===== config.mk =====
export PLATFORM = sky130hd
export DESIGN_NAME = mac_stream_engine
export DESIGN_NICKNAME = d
export VERILOG_FILES = /design/src/rtl/mac_stream_engine.sv
export SDC_FILE = /design/constraint.sdc
export NUM_CORES = 1
export LEC_CHECK = 0
export ABC_AREA = 1
export ABC_CLOCK_PERIOD_IN_PS = 6900
export BUFFER_PORTS_ARGS = -buffer_cell sky130_fd_sc_hd__buf_2
export CAP_MARGIN = 30
export CORE_MARGIN = 1
export CORE_UTILIZATION = 51
export CTS_CLUSTER_SIZE = 16
export DETAILED_ROUTE_END_ITERATION = 8
export GPL_TIMING_DRIVEN = 0
export PLACE_DENSITY = 0.68
export SYNTH_ARGS = -nofsm -noshare
export SYNTH_HDL_FRONTEND = slang
export SYNTH_SLANG_ARGS = --single-unit

===== constraint.sdc =====
create_clock -name clk -period 6.9 [get_ports clk]
set_clock_uncertainty 0.15 [all_clocks]
set_input_delay 0.69 -clock clk [delete_from_list [all_inputs] [get_ports clk]]
set_output_delay 0.69 -clock clk [all_outputs]
set_load 0.1 [all_outputs]

===== src/rtl/mac_stream_engine.sv =====
// Streaming multiply-accumulate engine: dot product or Horner evaluation over a
// job of len operand beats, with valid/ready handshakes on input and result.
module mac_stream_engine #(
  parameter int DATA_W   = 8,
  parameter int ACC_W    = 24,
  parameter int LEN_W    = 8,
  parameter bit SATURATE = 1'b1
) (
  input  logic              clk,
  input  logic              reset,
  input  logic              start,
  input  logic              mode,
  input  logic [LEN_W-1:0]  len,
  input  logic              in_valid,
  output logic              in_ready,
  input  logic [DATA_W-1:0] in_a,
  input  logic [DATA_W-1:0] in_b,
  output logic              out_valid,
  input  logic              out_ready,
  output logic [ACC_W-1:0]  result,
  output logic              overflow,
  output logic              busy
);

  typedef enum logic [1:0] {IDLE, RUN, DONE} state_t;

  localparam int FW = ACC_W + DATA_W + 1;

  state_t             state_reg, state_next;
  logic [ACC_W-1:0]   acc_reg, acc_next;
  logic [LEN_W-1:0]   len_reg, len_next;
  logic [LEN_W-1:0]   count_reg, count_next;
  logic               mode_reg, mode_next;
  logic               ovf_reg, ovf_next;
  logic               in_ready_reg, out_valid_reg, busy_reg;

  logic [FW-1:0]      acc_ext, a_ext, b_ext, full;
  logic               beat_ovf;
  logic [ACC_W-1:0]   beat_val;
  logic               beat_fire;

  // Full-precision datapath; the top bits only exist to detect overflow.
  assign acc_ext  = {{(FW-ACC_W){1'b0}}, acc_reg};
  assign a_ext    = {{(FW-DATA_W){1'b0}}, in_a};
  assign b_ext    = {{(FW-DATA_W){1'b0}}, in_b};
  assign full     = mode_reg ? (acc_ext * b_ext + a_ext) : (acc_ext + a_ext * b_ext);
  assign beat_ovf = |full[FW-1:ACC_W];
  assign beat_val = (beat_ovf && SATURATE) ? {ACC_W{1'b1}} : full[ACC_W-1:0];
  assign beat_fire = in_valid && in_ready_reg;

  always_comb begin
    state_next = state_reg;
    acc_next   = acc_reg;
    len_next   = len_reg;
    count_next = count_reg;
    mode_next  = mode_reg;
    ovf_next   = ovf_reg;
    case (state_reg)
      IDLE: begin
        if (start) begin
          mode_next  = mode;
          len_next   = len;
          acc_next   = '0;
          count_next = '0;
          ovf_next   = 1'b0;
          state_next = (len != '0) ? RUN : DONE;
        end
      end
      RUN: begin
        if (beat_fire) begin
          acc_next   = beat_val;
          ovf_next   = ovf_reg | beat_ovf;
          count_next = count_reg + LEN_W'(1);
          if (count_next == len_reg) state_next = DONE;
        end
      end
      DONE: begin
        if (out_ready) state_next = IDLE;
      end
      default: state_next = IDLE;
    endcase
  end

  // Handshake flags are registered from the next state so no output decodes state.
  always_ff @(posedge clk or posedge reset) begin
    if (reset) begin
      state_reg     <= IDLE;
      acc_reg       <= '0;
      len_reg       <= '0;
      count_reg     <= '0;
      mode_reg      <= 1'b0;
      ovf_reg       <= 1'b0;
      in_ready_reg  <= 1'b0;
      out_valid_reg <= 1'b0;
      busy_reg      <= 1'b0;
    end else begin
      state_reg     <= state_next;
      acc_reg       <= acc_next;
      len_reg       <= len_next;
      count_reg     <= count_next;
      mode_reg      <= mode_next;
      ovf_reg       <= ovf_next;
      in_ready_reg  <= (state_next == RUN);
      out_valid_reg <= (state_next == DONE);
      busy_reg      <= (state_next != IDLE);
    end
  end

  assign in_ready  = in_ready_reg;
  assign out_valid = out_valid_reg;
  assign busy      = busy_reg;
  assign result    = acc_reg;
  assign overflow  = ovf_reg;

endmodule


==> summary.txt, run 1 <==
STA
  • RSZ-0062 raised after global routing: no
  • # setup viols final: 0
  • Worst slew margin: 37.9%
  • Hold_ws: 0.172 ns
  • Hold Fails Final Rpt: 0
  • Pins Over Slew Limit: 0
  • Period utilization: 87.0%
  • FMAX: 0.167 GHz
  • Setup TNS: 0 ns
  • Slew at the pin with the worst max-slew slack: 0.931 ns
  • Min Tclk post-route: 6.00 ns

Global routing
  • First-pass GRT wire length: 60,700 µm
  • Total congestion overflow: 0
  • Tot GR Track Use: 30.1%
  • Initial antenna violation count: 0
  • Largest net degree at the start of global routing: 37
  • Vias in the first global route: 11,600

Synthesis
  • Mapped Avg Cell Area: 6.73 µm²
  • Unique masters post-synth: 37
  • Area of the mapped netlist: 13,100 µm²
  • Seq/Total Area, Yosys: 9.00%
  • Yosys warning count: 0
  • Syn Inst Count: 1,943
  • Net Count, Synth: 2,277
  • Yosys reg bits: 47

CTS
  • Root Buffer Master: clkbuf_16
  • Clock sinks: 47
  • H-Tree Depth: 2
  • Clk buf depth: 2
  • Cts repair resizes: 0
  • Worst-Skew Late Latency: 0.32 ns
  • TritonCTS clock tree: yes
  • Reg clk slew, reported paths: 0.09 ns
  • Num CTS Buffers: 5
  • Setup Fix Bufs, Post-CTS: 0
  • Hold-fix buffers, CTS: 0

Finish
  • # diodes: 0
  • Final design area excluding fillers: 13,900 µm²
  • Ratio of cells with drive above 1 in the final layout: 5.54%
  • Max reg flops: 24
  • Commonest non-fill, non-tap cells in the layout: inv_1, nand2_1, fa_1, ha_1, nor2_1
  • Commonest non-fill, non-tap cell in the layout: inv_1
  • P&R area growth vs syn: 6.35%
  • Layout Nets: 2,335

Critical path
  • Crit-path max cell delay: 0.62 ns
  • Critical-path top delay cell: clkbuf_1
  • Startpoint types: input pin
  • Critical Path RT: 6.93 ns
  • WP data arrival: 6.03 ns
  • Crit path from: in_b[2]
  • Buf/Inv on CP: 8
  • Crit Path Class: in -> reg
  • CP top delay family: adder cells
  • CP most frequent cell: nand2_1
  • Worst R2R Start: result[6]
  • Crit. End Element: register
  • Crit Path Max Fanout: 10

Placed design
  • Dpl hpwl: 31,400 µm
  • PortBufs: 50
  • Placer congestion estimate: 0.966
  • Area after DPL: 13,800 µm²

Flow run
  • Max-cap violations: 0

Route
  • Initial DRC count: 1,001
  • # DRC: 0
  • DR vias: 11,800
  • Vias per cell: 5.06
  • Final ANT Viol Nets: 0
  • Routed len/inst: 16.2 µm
  • First-pass iteration count of the detailed router: 6
  • Routed wire length: 37,800 µm

Die
  • Height of the die: 162 µm
  • Die width: 162 µm
  • Die area: 26,300 µm²
  • Rows: 58
  • I/O Pins: 58
  • Core region area: 25,200 µm²
  • Starting Density: 51.9%

Hold path
  • Worst min path class: in -> async

Outcome
  • Outcome: finished clean
-- cells by family (layout without fill, tap and decap cells) --
logic type | Yosys count | after routing | share of synthesized area, %
adders and majority gates | 304 | 304 | 40.0
buffers and inverters | 689 | 748 | 20.0
and+or+nand+nor | 751 | 751 | 24.0
DFF | 47 | 47 | 9.00
xor gates and xnor gates | 25 | 25 | 1.67
AOI/OAI and AO/OA | 127 | 127 | 5.27
-- path summary, 6_finish.rpt --
check	endpoint	slack (ns)	cells after the start
min	result[15]	0.17	2
max reg2reg	result[12]	1.11	25
min in group clk	len_reg[5]	0.36	2
max	result[12]	0.90	26
min reg2reg	len_reg[5]	0.36	2
max in group asynchronous	result[0]	5.87	3
-- routing by layer --
metal  part of all wire, %  routed length [µm]  global-route usage (%)  vias up
li1                      -                   -                       -     5644
met1                    43               16200                    41.1     5683
met2                    48               18200                    51.2      416
met3                   6.5                2450                    2.32       61
met4                   2.4                 890                    8.10        0
met5                     0                   0                       0        -
-- cells in the mapped netlist (all sizes together) --
library cell	n	area share [%]
nand4	11	0.53
clkinv	2	0.057
a31oi	5	0.24
nor3	4	0.19
o21ai	45	1.7
xnor2	13	0.87
o21a	2	0.11
clkbuf	65	1.9
a221oi	1	0.067
xor2	12	0.80
buf	4	0.36
a21boi	1	0.057
dfrtp	47	9.0
o22ai	5	0.24
a21o	2	0.11
nor4	4	0.19
o21bai	6	0.34
nand3	75	3.6
o211ai	1	0.057
a31o	2	0.13
or2	6	0.29
fa	190	29
nor2	84	2.8
inv	618	18
a21oi	57	2.2
nand2	567	16
ha	114	11
-- metrics by stage --
| step | utilization [%] | cells | worst slack [ns] |
|---|---|---|---|
| after floorplan | - | 1943 | 1.52 |
| after global placement | 54.6 | 2323 | 0.738 |
| after detailed placement | 54.6 | 2324 | 0.674 |
| after CTS | 55.2 | 2332 | 0.996 |
| after global routing | 55.2 | 2332 | 0.672 |
| final | 55.2 | 2332 | 0.899 |
-- layout make-up --
type,instances,area [µm²]
Buffer,69,292
Clock buffer,5,125
Clock inverter,3,22.5
Fill cell,2573,11300
Inverter,620,2330
Multi-Input combinational cell,1207,9280
Sequential cell,47,1180
Tap cell,330,413
Timing Repair Buffer,51,270
Power of run 1 is left out: the tool's default activity adds up to more than one toggle a clock period on the data nets, which glitch-free logic cannot reach.
==> run 2, diff against run 1 <==
--- a/config.mk
+++ b/config.mk
@@ -10,11 +10,12 @@
 export BUFFER_PORTS_ARGS = -buffer_cell sky130_fd_sc_hd__buf_2
 export CAP_MARGIN = 30
 export CORE_MARGIN = 1
-export CORE_UTILIZATION = 51
+export CORE_UTILIZATION = 55
 export CTS_CLUSTER_SIZE = 16
 export DETAILED_ROUTE_END_ITERATION = 8
 export GPL_TIMING_DRIVEN = 0
-export PLACE_DENSITY = 0.68
+export PLACE_DENSITY = 0.72
 export SYNTH_ARGS = -nofsm -noshare
 export SYNTH_HDL_FRONTEND = slang
 export SYNTH_SLANG_ARGS = --single-unit
+export TNS_END_PERCENT = 10
==> run 2 against run 1 <==
Net effect:
- worst setup slack lost 0.028 ns
- utilization grew 4.2 points
- non-clock buffer count is the same
- die area shrank 7.2%
- cell count shrank 0.47%
- maximum frequency shrank 0.46%
- first-iteration DRC count shrank 2.0%
- cell area is essentially flat
- critical path depth shrank 1
- global-route usage grew 2.2 points
- via count grew 0.23%
- sequential cell count is the same
- critical path type unchanged
- largest cell class unchanged
- highest routed layer unchanged
==> summary.txt, run 2 (same netlist as run 1, synthesis figures left out) <==
Finish
  • Ratio of cells with drive above 1 in the final layout: 5.54% (unchanged)
  • # diodes: 0 (unchanged)
  • Commonest non-fill, non-tap cells in the layout: inv_1, nand2_1, fa_1, ha_1, nor2_1 (unchanged)
  • Layout Nets: 2,335 (unchanged)
  • Commonest non-fill, non-tap cell in the layout: inv_1 (unchanged)
  • P&R area growth vs syn: 6.29% (was 6.35%)
  • Max reg flops: 24 (unchanged)

Route
  • Routed len/inst: 15.9 µm (was 16.2 µm)
  • First-pass iteration count of the detailed router: 7 (was 6)
  • Routed wire length: 37,000 µm (was 37,800 µm)
  • Highest Signal Layer: met4 (unchanged)
  • Final ANT Viol Nets: 0 (unchanged)
  • DR vias: 11,800 (about the same)
  • Vias per cell: 5.10 (was 5.06)
  • Met2 wire length: 17,500 µm (was 18,200 µm)
  • Initial DRC count: 981 (was 1,001)
  • # DRC: 0 (unchanged)
  • Metal1 wirelength: 15,400 µm (was 16,200 µm)
  • Wire length on met3: 2760 µm (was 2450 µm)

Critical path
  • Reg2Reg Capture Point: result[10] (was result[12])
  • Reg2Reg Depth: 24 (was 25)
  • Crit path from: in_b[3] (was in_b[2])
  • Crit Path Class: in -> reg (unchanged)
  • Critical-path top delay cell: clkbuf_1 (unchanged)
  • Setup crit end: result[10] (was result[12])
  • Worst R2R Setup Slack: 1.05 ns (was 1.11 ns)
  • Critical Path RT: 6.94 ns (was 6.93 ns)
  • CP most frequent cell: nand2_1 (unchanged)
  • Crit-path max cell delay: 0.77 ns (was 0.62 ns)
  • Crit. End Element: register (unchanged)
  • Worst R2R Start: result[18] (was result[6])
  • Startpoint types: input pin (unchanged)
  • Crit Path Max Fanout: 10 (unchanged)
  • WP data arrival: 6.07 ns (was 6.03 ns)

STA
  • Pins Over Slew Limit: 0 (unchanged)
  • RSZ-0062 raised after global routing: no (unchanged)
  • # setup viols final: 0 (unchanged)
  • Hold Fails Final Rpt: 0 (unchanged)
  • Slew at the pin with the worst max-slew slack: 0.986 ns (was 0.931 ns)
  • FMAX: 0.166 GHz (was 0.167 GHz)
  • Period utilization: 87.4% (was 87.0%)
  • Setup TNS: 0 ns (unchanged)
  • Min Tclk post-route: 6.03 ns (was 6.00 ns)
  • Worst slew margin: 34.3% (was 37.9%)
  • Hold_ws: 0.176 ns (was 0.172 ns)

Placed design
  • PortBufs: 50 (unchanged)
  • Placer congestion estimate: 0.965 (was 0.966)
  • Dpl hpwl: 30,700 µm (was 31,400 µm)

Die
  • I/O Pins: 58 (unchanged)
  • Core region area: 23,400 µm² (was 25,200 µm²)
  • Starting Density: 55.9% (was 51.9%)
  • Die width: 156 µm (was 162 µm)
  • Die area: 24,400 µm² (was 26,300 µm²)
  • Rows: 56 (was 58)
  • Height of the die: 156 µm (was 162 µm)

Hold path
  • Worst min path class: in -> async (unchanged)

Flow run
  • Max-cap violations: 0 (unchanged)

CTS
  • Hold-fix buffers, CTS: 0 (unchanged)
  • Root Buffer Master: clkbuf_16 (unchanged)
  • Worst-Skew Late Latency: 0.32 ns (about the same)
  • Reg clk slew, reported paths: 0.09 ns (about the same)
  • H-Tree Depth: 2 (unchanged)
  • TritonCTS clock tree: yes (unchanged)
  • Num CTS Buffers: 5 (unchanged)
  • Clock sinks: 47 (unchanged)
  • Setup Fix Bufs, Post-CTS: 0 (unchanged)
  • Clk buf depth: 2 (unchanged)
  • Cts repair resizes: 0 (unchanged)

Global routing
  • Total congestion overflow: 0 (unchanged)
  • Largest net degree at the start of global routing: 37 (unchanged)
  • Vias in the first global route: 11,800 (was 11,600)
  • Initial antenna violation count: 0 (unchanged)
  • First-pass GRT wire length: 59,900 µm (was 60,700 µm)
  • Tot GR Track Use: 32.2% (was 30.1%)

Outcome
  • Outcome: finished clean (unchanged)
run 2: cell count changes in the layout (fill, tap and decap cells not counted):
cell        previous run  this run
clkinvlp_4             0         1
inv_8                  0         1
clkinv_4               1         0
clkinv_2               1         0
run 2: worst min path at each step:
stage                     cells after the start        from         end  slack, ns
after floorplan                               2  len_reg[0]  len_reg[0]       0.32
after global placement                        2  len_reg[7]  len_reg[7]       0.34
after detailed placement                      2  len_reg[1]  len_reg[1]       0.35
after CTS                                     2       reset  result[15]       0.18
after global routing                          2       reset  result[13]       0.20
final                                         2       reset  result[10]       0.18
run 2: metal layers:
metal | global-route usage, % | vias to the layer above
li1 | - | 5651
met1 | 42.1 | 5626
met3 | 4.28 | 91
met2 | 53.9 | 463
met4 | 13.4 | 0
met5 | 0 | -
run 2: cell type report:
| cell class | count | area (µm²) |
|---|---|---|
| multi-input combinational | 1207 | 9280 |
| inverter | 620 | 2330 |
| clock buffer | 5 | 125 |
| fill | 2299 | 9510 |
| buffer | 69 | 292 |
| tap | 319 | 399 |
| timing repair buffer | 51 | 270 |
| sequential | 47 | 1180 |
| clock inverter | 3 | 27.5 |
run 2: through the flow:
stage / cells / instance area [µm²] / util [%] / setup slack (ns)
2_1_floorplan: 1943 / 13100 / - / 1.52
3_3_place_gp: 2312 / 13700 / 58.6 / 0.722
3_5_place_dp: 2313 / 13700 / 58.7 / 0.651
4_1_cts: 2321 / 13900 / 59.4 / 0.953
5_1_grt: 2321 / 13900 / 59.4 / 0.597
6_report: 2321 / 13900 / 59.4 / 0.871
run 2: worst max-delay path, delay by kind of cell:
kind / cells / cell delay (ns)
fa+ha+maj: 5 / 2.34
simple gates: 14 / 1.66
buf+inv: 6 / 1.36
Power of run 2 is left out for the same reason.
